`src/rtl/usr_shift_sequencer.sv`:
```
// Command sequencer for the 4-bit universal shift register: loads, shifts or
// rotates the register step by step and returns the resulting word.
module usr_shift_sequencer #(
  parameter int unsigned CNT_W = 4
) (
  input  logic             clk,
  input  logic             rst_n,
  input  logic             cmd_valid,
  output logic             cmd_ready,
  input  logic [1:0]       cmd_op,
  input  logic             cmd_rotate,
  input  logic             cmd_fill,
  input  logic             cmd_keep,
  input  logic [3:0]       cmd_data,
  input  logic [CNT_W-1:0] cmd_count,
  output logic             rsp_valid,
  input  logic             rsp_ready,
  output logic [3:0]       rsp_data,
  output logic             busy,
  output logic [1:0]       usr_select,
  output logic [3:0]       usr_p_din,
  output logic             usr_s_left_din,
  output logic             usr_s_right_din,
  input  logic [3:0]       usr_p_dout
);

  localparam int unsigned DW = 4;

  localparam logic [1:0] SEL_HOLD  = 2'b00;
  localparam logic [1:0] SEL_RIGHT = 2'b01;
  localparam logic [1:0] SEL_LEFT  = 2'b10;
  localparam logic [1:0] SEL_LOAD  = 2'b11;

  typedef enum logic [1:0] {
    S_IDLE,
    S_LOAD,
    S_SHIFT,
    S_DONE
  } state_e;

  state_e           state_q, state_d;
  logic [1:0]       op_q, op_d;
  logic             rot_q, rot_d;
  logic             fill_q, fill_d;
  logic [DW-1:0]    data_q, data_d;
  logic [CNT_W-1:0] cnt_q, cnt_d;

  logic cmd_is_shift_c;
  logic lat_is_shift_c;

  assign cmd_is_shift_c = (cmd_op == SEL_RIGHT) || (cmd_op == SEL_LEFT);
  assign lat_is_shift_c = (op_q == SEL_RIGHT) || (op_q == SEL_LEFT);

  // The result is whatever the register currently holds; stable in DONE since select is hold.
  assign rsp_data = usr_p_dout;

  always_ff @(posedge clk or negedge rst_n) begin
    if (!rst_n) begin
      state_q <= S_IDLE;
      op_q    <= 2'b00;
      rot_q   <= 1'b0;
      fill_q  <= 1'b0;
      data_q  <= '0;
      cnt_q   <= '0;
    end else begin
      state_q <= state_d;
      op_q    <= op_d;
      rot_q   <= rot_d;
      fill_q  <= fill_d;
      data_q  <= data_d;
      cnt_q   <= cnt_d;
    end
  end

  always_comb begin
    state_d         = state_q;
    op_d            = op_q;
    rot_d           = rot_q;
    fill_d          = fill_q;
    data_d          = data_q;
    cnt_d           = cnt_q;
    cmd_ready       = 1'b0;
    rsp_valid       = 1'b0;
    busy            = 1'b1;
    usr_select      = SEL_HOLD;
    usr_p_din       = '0;
    usr_s_left_din  = 1'b0;
    usr_s_right_din = 1'b0;

    case (state_q)
      S_IDLE: begin
        cmd_ready = 1'b1;
        busy      = 1'b0;
        if (cmd_valid) begin
          op_d   = cmd_op;
          rot_d  = cmd_rotate;
          fill_d = cmd_fill;
          data_d = cmd_data;
          cnt_d  = cmd_count;
          if (!cmd_keep) begin
            state_d = S_LOAD;
          end else if ((cmd_count != '0) && cmd_is_shift_c) begin
            state_d = S_SHIFT;
          end else begin
            state_d = S_DONE;
          end
        end
      end

      S_LOAD: begin
        usr_select = SEL_LOAD;
        usr_p_din  = data_q;
        if ((cnt_q != '0) && lat_is_shift_c) begin
          state_d = S_SHIFT;
        end else begin
          state_d = S_DONE;
        end
      end

      // The register shifts p_din, so its own output is fed back each step.
      S_SHIFT: begin
        usr_select = op_q;
        usr_p_din  = usr_p_dout;
        if (op_q == SEL_RIGHT) begin
          usr_s_right_din = rot_q ? usr_p_dout[0] : fill_q;
        end else if (op_q == SEL_LEFT) begin
          usr_s_left_din = rot_q ? usr_p_dout[DW-1] : fill_q;
        end
        cnt_d = cnt_q - CNT_W'(1);
        if (cnt_q == CNT_W'(1)) begin
          state_d = S_DONE;
        end
      end

      S_DONE: begin
        rsp_valid = 1'b1;
        if (rsp_ready) begin
          state_d = S_IDLE;
        end
      end

      default: begin
        state_d = S_IDLE;
      end
    endcase
  end

endmodule

```
`config.mk`:
```
export PLATFORM = sky130hd
export DESIGN_NAME = usr_shift_sequencer
export DESIGN_NICKNAME = d
export VERILOG_FILES = /design/src/rtl/usr_shift_sequencer.sv
export SDC_FILE = /design/constraint.sdc
export NUM_CORES = 1
export LEC_CHECK = 0
export CAP_MARGIN = 20
export CORE_MARGIN = 1.5
export CORE_UTILIZATION = 45
export CTS_CLUSTER_DIAMETER = 50
export CTS_CLUSTER_SIZE = 30
export DETAILED_ROUTE_END_ITERATION = 8
export PLACE_DENSITY_LB_ADDON = 0.3
export SLEW_MARGIN = 20
export SYNTH_ARGS = -nofsm -noshare
export SYNTH_HDL_FRONTEND = slang
export SYNTH_SLANG_ARGS = --single-unit
```
`constraint.sdc`:
```
create_clock -name clk -period 2.57 [get_ports clk]
set_input_delay 0.514 -clock clk [delete_from_list [all_inputs] [get_ports clk]]
set_output_delay 0.514 -clock clk [all_outputs]
set_load 0.005 [all_outputs]
```
==> results.sh <==
export IMPL_status="finished clean"
export IMPL_fin_crit_ps=2430
export IMPL_tightest_slew_ps=627
export IMPL_worst_slack_ps=139
export IMPL_synth_area_um2=971
export IMPL_rows=16
export IMPL_antenna_found_initial=0
export IMPL_hold_viol_final=0
export IMPL_via_count=859
export IMPL_leakage_nw=0.551
export IMPL_syn_to_final_growth_pct=35.6
export IMPL_worstPathCellList="inv_1 > ha_1 > nand2_1 > nor3_1 > clkdlybuf4s50_1"
export IMPL_setup_violations=0
export IMPL_cp_buffers_inverters=2
export IMPL_synth_distinct_cells=25
export IMPL_htreeDepth=1
export IMPL_yosys_area_top_type="dfrtp_1"
export IMPL_min_path_type="reg -> reg"
export IMPL_wl_per_cell_um=14.4
export IMPL_nets=161
export IMPL_grt_pass1_wl_um=3570
export IMPL_cts_buffer_depth=2
export IMPL_grt_use_total_pct=19.4
export IMPL_met2_length_um=1220
export IMPL_ir_drop_v=0.000709
export IMPL_synth_seq_cells=14
export IMPL_synth_edf_count=0
export IMPL_finalCritPeriodShare_pct=94.6
export IMPL_clockRootBuffer="clkbuf_4"
export IMPL_post_route_drc_count=0
export IMPL_start_kind="flip-flop"
export IMPL_ys_flop_type="dfrtp_1"
export IMPL_ant_nets=0
export IMPL_place_congestion=0.798
export IMPL_drtIter0Drc=23
export IMPL_cp_required_ps=2060
export IMPL_cts_sinks=14
export IMPL_overflow=0
export IMPL_synth_cells=99
export IMPL_maxCapViolations=0
export IMPL_syn_area_per_cell_um2=9.81
export IMPL_ctsHoldBuffers=0
export IMPL_grt_max_degree=15
export IMPL_core_area_mm2=0.00200
export IMPL_tritoncts="built"
export IMPL_drive_gt1_share_pct=14.6
export IMPL_power_density_mw_per_mm2=1100
export IMPL_port_buffers=35
export IMPL_grt_setup_unrepaired="false"
export IMPL_start_util_pct=48.5
export IMPL_top_layer="met4"
export IMPL_hpwlAfterDp_um=1720
export IMPL_fmaxAchievable_mhz=411
export IMPL_die_w_um=49.5
export IMPL_drv_slew=0
export IMPL_die_h_um=49.5
export IMPL_seq_area_frac_synth_pct=36.1
export IMPL_cts_buffers_inserted=3
export IMPL_synth_most_common_cell="dfrtp_1"
export IMPL_insertion_delay_ps=280
export IMPL_fin_setup_tns_ps=0
export IMPL_diodes=0
export IMPL_netlist_top_cells_count="dfrtp_1, inv_1, mux2_2"
export IMPL_relSlewSlack_pct=58.1
export IMPL_fp_dieArea_mm2=0.00245
export IMPL_cp_max_fo=9
export IMPL_cpPeakStageDelay_ps=540
export IMPL_cts_resized_gates=0
export IMPL_synth_async_reset_ratio_pct=100
export IMPL_wl_met1_um=916
export IMPL_cts_setup_buffers=0
export IMPL_viasPerCell=5.47
export IMPL_worst_ep_arrival_time_ps=1920
export IMPL_io_pins=36
export IMPL_ys_warn_count=0
export IMPL_slowest_stage="clkdlybuf4s50_1"
export IMPL_rrSetupSlack_ps=590
export IMPL_yosysTopAreaCellShare_pct=36.1
export IMPL_clk_pin_slew_ps=80
export IMPL_end_kind="output port"
export IMPL_wl_met3_um=101
export IMPL_grt_pass1_vias=833
export IMPL_dr_pass1_iters=4
export IMPL_critPathKind="reg -> out"
export IMPL_drt_total_wl_um=2260
export IMPL_critPathTopFamily="buffers and inverters"
export IMPL_synth_area_leaders="dfrtp_1, mux2_2, ha_1"
export IMPL_dp_slack_ps=235
export IMPL_synth_nets=128
export IMPL_fin_skew_ps=3.70
[final cells by class]
class	instances	area, um2
sequential	14	350
tap	27	33.8
inverter	10	37.5
timing repair buffer	36	358
multi-input combinational	67	514
clock buffer	3	22.5
fill	170	686
[cells by family (layout without fill, tap and decap cells)]
group,count (synthesis),in the layout,synth area share [%]
mux,12,12,13.7
flops,14,14,36.1
fa+ha+maj,8,8,10.3
buf+inv,18,49,11.0
xor+xnor,1,1,0.902
compound gates,25,25,16.6
simple gates,21,21,11.5
[sequential cells by signal, indices dropped and copies added, names as in the netlist]
name	flops
fill_q	1
rot_q	1
op_q	2
data_q	4
state_q	2
cnt_q	4
[layer usage]
| layer | global-route usage, % | vias to the layer above |
|---|---|---|
| met3 | 5.76 | 4 |
| met5 | 0 | - |
| li1 | - | 412 |
| met1 | 22.0 | 416 |
| met4 | 6.94 | 0 |
| met2 | 34.2 | 27 |
[final timing paths]
check	from	endpoint	cells past startpoint
max in group asynchronous	rst_n	op_q[1]	1
worst min-delay path	data_q[3]	data_q[3]	1
worst max-delay path	state_q[0]	usr_s_left_din	5
min in group asynchronous	rst_n	cnt_q[1]	1
worst min register to register	data_q[3]	data_q[3]	1
worst max register to register	state_q[1]	cnt_q[2]	6
[cells in the final DEF (no fill, tap or decap), drive strengths merged]
cell type,instances
a21oi,8
a22oi,4
a31oi,1
buf,1
clkbuf,3
clkdlybuf4s50,35
dfrtp,14
ha,8
inv,10
mux2,10
mux2i,2
nand2,4
nand2b,1
nand3,3
nor2,7
nor3,3
nor3b,2
nor4,1
o21ai,5
o221ai,1
o22a,2
o22ai,4
xnor2,1
[through the flow]
stage	hold slack (ps)	total power [mW]	util, %	instance area, um2	cells
floorplan	218	1.01	-	971	99
global placement	493	1.29	64.6	1290	154
detailed placement	503	1.33	64.6	1290	154
CTS	521	1.45	65.8	1320	157
global route	548	1.58	65.8	1320	157
finish	517	1.45	65.8	1320	157
[report_power, final]
| group | leakage [nW] | switching [mW] | internal (mW) |
|---|---|---|---|
| clock network | 0.0138 | 0.0665 | 0.0543 |
| registers | 0.162 | 0.112 | 0.336 |
| logic | 0.375 | 0.401 | 0.477 |
| total | 0.551 | 0.580 | 0.867 |
No activity file was read; power rests on OpenSTA's default activity.
